===== src/rtl/iob_ram_bist_pkg.sv =====
// Shared types for the single-port RAM BIST.
// Optional inverted second pass is compiled in when IOB_RAM_BIST_INV_EN is defined.
package iob_ram_bist_pkg;

  typedef enum logic [2:0] {
    StIdle,
    StWrite,
    StRead,
    StDrain,
    StDone
`ifdef IOB_RAM_BIST_INV_EN
    ,
    StWriteInv,
    StReadInv,
    StDrainInv
`endif
  } state_e;

endpackage


===== src/rtl/iob_ram_bist_chk.sv =====
// Read-data checker: delays expected word and address by one cycle to line up with ram_dout
// and flags a mismatch on the returned word.
module iob_ram_bist_chk #(
  parameter int unsigned DATA_W = 32,
  parameter int unsigned ADDR_W = 4
) (
  input  logic              clk,
  input  logic              rst,
  input  logic              rd_issue,
  input  logic [ADDR_W-1:0] rd_addr,
  input  logic [DATA_W-1:0] rd_exp,
  input  logic [DATA_W-1:0] ram_dout,
  output logic              mismatch,
  output logic [ADDR_W-1:0] cmp_addr
);

  logic              vld_q;
  logic [DATA_W-1:0] exp_q;
  logic [ADDR_W-1:0] addr_q;

  always_ff @(posedge clk) begin
    if (rst) begin
      vld_q  <= 1'b0;
      exp_q  <= '0;
      addr_q <= '0;
    end else begin
      vld_q <= rd_issue;
      if (rd_issue) begin
        exp_q  <= rd_exp;
        addr_q <= rd_addr;
      end
    end
  end

  assign mismatch = vld_q && (ram_dout != exp_q);
  assign cmp_addr = addr_q;

endmodule


===== src/rtl/iob_ram_bist.sv =====
// RAM BIST initiator: writes an incrementing pattern, reads it back, reports first mismatch.
// Define IOB_RAM_BIST_INV_EN to add a second pass with the bitwise-inverted pattern.
module iob_ram_bist
  import iob_ram_bist_pkg::*;
#(
  parameter int unsigned       DATA_W  = 32,
  parameter int unsigned       ADDR_W  = 4,
  parameter logic [DATA_W-1:0] SEQ_INI = DATA_W'(32)
) (
  input  logic                  clk,
  input  logic                  rst,
  input  logic                  start,
  output logic                  busy,
  output logic                  done,
  output logic                  pass,
  output logic [ADDR_W-1:0]     fail_addr,
  output logic [DATA_W-1:0]     fail_data,
  output logic                  ram_en,
  output logic [DATA_W/8-1:0]   ram_we,
  output logic [ADDR_W-1:0]     ram_addr,
  output logic [DATA_W-1:0]     ram_din,
  input  logic [DATA_W-1:0]     ram_dout
);

  localparam logic [ADDR_W-1:0] LastAddr = '1;

  function automatic logic [DATA_W-1:0] pattern(input logic [ADDR_W-1:0] a);
    return DATA_W'(a) + SEQ_INI;
  endfunction

  state_e            state_q, state_d;
  logic [ADDR_W-1:0] addr_q, addr_d;
  logic              pass_q;
  logic [ADDR_W-1:0] fail_addr_q;
  logic [DATA_W-1:0] fail_data_q;

  logic              rd_issue;
  logic [DATA_W-1:0] rd_exp;
  logic              mismatch;
  logic [ADDR_W-1:0] cmp_addr;
  logic              clear_res, set_fail, set_pass;
  logic              last;

  assign last = (addr_q == LastAddr);

  always_comb begin
    state_d   = state_q;
    addr_d    = addr_q;
    ram_en    = 1'b0;
    ram_we    = '0;
    ram_din   = '0;
    rd_issue  = 1'b0;
    rd_exp    = '0;
    clear_res = 1'b0;
    set_fail  = 1'b0;
    set_pass  = 1'b0;

    unique case (state_q)
      StIdle, StDone: begin
        if (start) begin
          state_d   = StWrite;
          addr_d    = '0;
          clear_res = 1'b1;
        end
      end
      StWrite: begin
        ram_en  = 1'b1;
        ram_we  = '1;
        ram_din = pattern(addr_q);
        addr_d  = addr_q + ADDR_W'(1);
        if (last) state_d = StRead;
      end
      StRead: begin
        // A failing compare stops the read stream in the same cycle.
        ram_en   = !mismatch;
        rd_issue = !mismatch;
        rd_exp   = pattern(addr_q);
        addr_d   = addr_q + ADDR_W'(1);
        if (mismatch) begin
          state_d  = StDone;
          addr_d   = '0;
          set_fail = 1'b1;
        end else if (last) begin
          state_d = StDrain;
        end
      end
      StDrain: begin
        if (mismatch) begin
          state_d  = StDone;
          set_fail = 1'b1;
        end else begin
`ifdef IOB_RAM_BIST_INV_EN
          state_d  = StWriteInv;
`else
          state_d  = StDone;
          set_pass = 1'b1;
`endif
        end
      end
`ifdef IOB_RAM_BIST_INV_EN
      StWriteInv: begin
        ram_en  = 1'b1;
        ram_we  = '1;
        ram_din = ~pattern(addr_q);
        addr_d  = addr_q + ADDR_W'(1);
        if (last) state_d = StReadInv;
      end
      StReadInv: begin
        ram_en   = !mismatch;
        rd_issue = !mismatch;
        rd_exp   = ~pattern(addr_q);
        addr_d   = addr_q + ADDR_W'(1);
        if (mismatch) begin
          state_d  = StDone;
          addr_d   = '0;
          set_fail = 1'b1;
        end else if (last) begin
          state_d = StDrainInv;
        end
      end
      StDrainInv: begin
        state_d = StDone;
        if (mismatch) set_fail = 1'b1;
        else          set_pass = 1'b1;
      end
`endif
      default: begin
        state_d = StIdle;
        addr_d  = '0;
      end
    endcase
  end

  always_ff @(posedge clk) begin
    if (rst) begin
      state_q <= StIdle;
      addr_q  <= '0;
    end else begin
      state_q <= state_d;
      addr_q  <= addr_d;
    end
  end

  always_ff @(posedge clk) begin
    if (rst || clear_res) begin
      pass_q      <= 1'b0;
      fail_addr_q <= '0;
      fail_data_q <= '0;
    end else if (set_fail) begin
      pass_q      <= 1'b0;
      fail_addr_q <= cmp_addr;
      fail_data_q <= ram_dout;
    end else if (set_pass) begin
      pass_q <= 1'b1;
    end
  end

  iob_ram_bist_chk #(
    .DATA_W (DATA_W),
    .ADDR_W (ADDR_W)
  ) u_chk (
    .clk      (clk),
    .rst      (rst),
    .rd_issue (rd_issue),
    .rd_addr  (addr_q),
    .rd_exp   (rd_exp),
    .ram_dout (ram_dout),
    .mismatch (mismatch),
    .cmp_addr (cmp_addr)
  );

  assign busy      = (state_q != StIdle) && (state_q != StDone);
  assign done      = (state_q == StDone);
  assign pass      = pass_q;
  assign fail_addr = fail_addr_q;
  assign fail_data = fail_data_q;
  assign ram_addr  = addr_q;

endmodule


===== config.mk =====
export PLATFORM = sky130hd
export DESIGN_NAME = iob_ram_bist
export DESIGN_NICKNAME = d
export VERILOG_FILES = /design/src/rtl/iob_ram_bist_pkg.sv /design/src/rtl/iob_ram_bist_chk.sv /design/src/rtl/iob_ram_bist.sv
export SDC_FILE = /design/constraint.sdc
export NUM_CORES = 1
export LEC_CHECK = 0
export BUFFER_PORTS_ARGS = -buffer_cell sky130_fd_sc_hd__buf_2
export CAP_MARGIN = 5
export CELL_PAD_IN_SITES_DETAIL_PLACEMENT = 1
export CELL_PAD_IN_SITES_GLOBAL_PLACEMENT = 1
export CORE_MARGIN = 1
export CORE_UTILIZATION = 34
export CTS_CLUSTER_SIZE = 8
export DETAILED_ROUTE_END_ITERATION = 10
export PLACE_DENSITY = 0.85
export SYNTH_ARGS = -nofsm -noshare
export SYNTH_HDL_FRONTEND = slang
export SYNTH_SLANG_ARGS = --single-unit
export TNS_END_PERCENT = 5

===== constraint.sdc =====
create_clock -name clk -period 1.75 [get_ports clk]
set_input_delay 0.35 -clock clk [delete_from_list [all_inputs] [get_ports clk]]
set_output_delay 0.35 -clock clk [all_outputs]
set_load 0.03 [all_outputs]

==> results_dict.tcl <==
set metrics [dict create \
    switching_share 0.269 \
    clock_skew_ps 9.90 \
    drc 0 \
    critPathLaunch "u_chk.exp_q[5]" \
    min_path_type "input pin to flop" \
    diodes 0 \
    die_height_um 87.6 \
    dp_hpwl_um 4810 \
    grt-ovfl-total 0 \
    fill_cells 822 \
    area.growth.synth_to_final_pct 35.5 \
    multi_input_area_um2 1260 \
    setup_violations 33 \
    synthTopCellsByCount "54 x dfxtp_1, 49 x nor2_1, 44 x mux2i_1, 31 x buf_4, 7 x a21oi_1" \
    detail-route-antenna-nets 0 \
    worst_ep_required_time_ps 1400 \
    intPower_mw 1.84 \
    grt_pass1_vias 2093 \
    period_needed_ps 1990 \
    final.period_utilization 1.14 \
    finalWorstSetupSlack_ps -241 \
    clock_power_share 0.335 \
    synth_top_area_share 0.434 \
    hold_start "ram_dout[16]" \
    clock-sinks 54 \
    cpMaxStageDelayCell "dfxtp_2" \
    yosys.area.top_type "dfxtp_1" \
    nNetsFinal 394 \
    fmax_mhz 502 \
    wirelength_um 6620 \
    first_pass_iters 3 \
    clk_latency_ps 300 \
    num_vias 2077 \
    slowest_delay_ps 330 \
    synth-edff-count 0 \
    cp_top_family "simple AND/OR/NAND/NOR gates" \
    crit_chain "xnor2_1 -> and4_4 -> and3b_4 -> a211oi_4 -> inv_2 -> buf_6" \
    peakVddDrop_uv 443 \
    coreArea_um2 6940 \
    routabilityCongestion 0.732 \
    power.density_nw_per_um2 744 \
    io_buffers 87 \
    cp-start-kind "flop" \
    fin_setup_tns_ps -1340 \
    drt_iter0_markers 46 \
    syn_inst 254 \
    end_kind "output port" \
    ys.warnings.count 0 \
    drive_gt1_frac 0.427 \
    vias_per_cell 4.57 \
    pwr-share-seq 0.500 \
    pin_count 115 \
    placed_cell_area_um2 3020 \
    ys_seq_area_frac 0.434 \
    dieArea_um2 7680 \
    ys_ff_latch 54 \
    critPathMaxFanout 2 \
    postCtsHoldBufs 0 \
    worst_pin_slew_ps 523 \
    synth_most_common_cell "dfxtp_1" \
    hold_viol_final 0 \
    ys_top_cells_by_area "dfxtp_1 43%, mux2i_1 18%, buf_4 9.3%" \
    power_frac_comb 0.165 \
    grt_setup_unrepaired "true" \
    clock_path_buffers 2 \
    slew_headroom 0.650 \
    clk_pin_slew_ps 90 \
    synth_cell_types 39 \
    crit_buf_inv 2 \
    dp_slack_ps -424 \
    status "complete, but fails checks" \
    grt_antenna_before_repair 0 \
    grt_pass1_wl_um 9710 \
    violations "setup timing" \
    postSynthAreaPerCell_um2 9.81 \
    switchingPower_mw 0.675 \
    synth-main-ff-cell "dfxtp_1" \
    grt_max_degree 33 \
    stdcell_area_um2 3380 \
    final_max_slew_viol_count 0 \
    crit_type "flop to output port" \
    netlist_area_um2 2490 \
    async_flop_share 0 \
    clock-root-buffer "clkbuf_8" \
    die_w_um 87.6 \
    start_util 0.359 \
    grt_usage 0.166 \
    p_leak_nw 1.54 \
    wl_per_cell_um 14.6 \
    reg2reg_from "u_chk.exp_q[2]" \
    cts_tree "built" \
    cts_buffers 5 \
    htree_levels 2 \
    drv_cap 0 \
    seqCellArea_um2 1090 \
    cp_data_arrival_time_ps 1640 \
    fp-row-count 30 \
]
==> placed cells by master, fill, tap and decap left out, drive strengths merged, types with 4 or more instances in the layout <==
cell type / n
buf: 113
dfxtp: 54
nor2: 49
mux2i: 44
conb: 27
a21oi: 8
clkbuf: 7
nor4: 7
inv: 6
xnor2: 5
o21a: 4
and2: 4
nor3: 4
==> stage by stage <==
| step | total power [mW] | hold slack (ps) | utilization | instances |
|---|---|---|---|---|
| CTS | 2.53 | 292 | 0.467 | 450 |
| global route | 2.63 | 299 | 0.486 | 454 |
| global placement | 1.64 | 450 | 0.435 | 440 |
| finish | 2.51 | 302 | 0.486 | 454 |
| detailed placement | 1.65 | 460 | 0.435 | 440 |
| floorplan | 1.57 | 439 | - | 280 |
==> layer usage <==
layer	up-vias	global-route usage	routed length, um
met4	0	0.0641	151
met5	-	0	0
met2	73	0.320	3490
li1	1001	-	-
met3	11	0.0339	294
met1	992	0.177	2680
==> worst register-to-register path: cells and delay by family (launching register included) <==
kind,cells,cell delay [ps]
buffers and inverters,4,540
and+or+nand+nor,3,460
DFF,1,360
muxes,1,190
xor gates and xnor gates,1,110
AOI/OAI and AO/OA,1,60
==> power by group through the flow <==
stage | clock, mW | combinational [mW] | sequential (mW)
floorplan | 0 | 0.290 | 1.28
global placement | 0 | 0.359 | 1.28
detailed placement | 0 | 0.368 | 1.28
CTS | 0.870 | 0.402 | 1.26
global route | 0.930 | 0.444 | 1.26
finish | 0.842 | 0.415 | 1.26
==> cells by family (layout without fill, tap and decap cells) <==
| kind of cell | count (synthesis) | after routing | share of synthesized area |
|---|---|---|---|
| buf+inv | 49 | 127 | 0.148 |
| fa+ha+maj | 1 | 1 | 0.00502 |
| other cells | 1 | 27 | 0.00150 |
| flops | 54 | 54 | 0.434 |
| mux | 44 | 44 | 0.177 |
| xor+xnor | 5 | 5 | 0.0176 |
| compound gates | 20 | 20 | 0.0587 |
| simple gates | 80 | 80 | 0.159 |
==> cell type report <==
cell class              count  area share
well taps                  96      0.0356
inverters                   6     0.00667
repair buffers            114       0.229
flip-flops and latches     54       0.324
clock inverters             1     0.00889
multi-input cells         177       0.372
clock buffers               6      0.0244
==> path summary, 6_finish.rpt <==
kind	depth (start not counted)	end	slack, ps
hold / removal	3	fail_data[16]	300
setup / recovery	6	ram_en	-240
setup reg to reg	10	fail_data[23]	-60
hold reg to reg	2	u_chk.exp_q[5]	460
==> flip-flops by register name, indices dropped and copies added (netlist names) <==
signal / cells
ram_addr: 4
u_chk.exp_q: 5
u_chk.cmp_addr: 4
u_chk.vld_q: 1
fail_data: 32
state_q: 3
fail_addr: 4
pass: 1
==> timing repair <==
item | 4_1_cts | 5_1_grt
pin swaps | 3 | 10
endpoints found under the setup margin | 15 | 55
buffers inserted | 3 | 3
cloned | 0 | 1
resized for setup | 29 | 21
(Power assumes the default switching activity.)
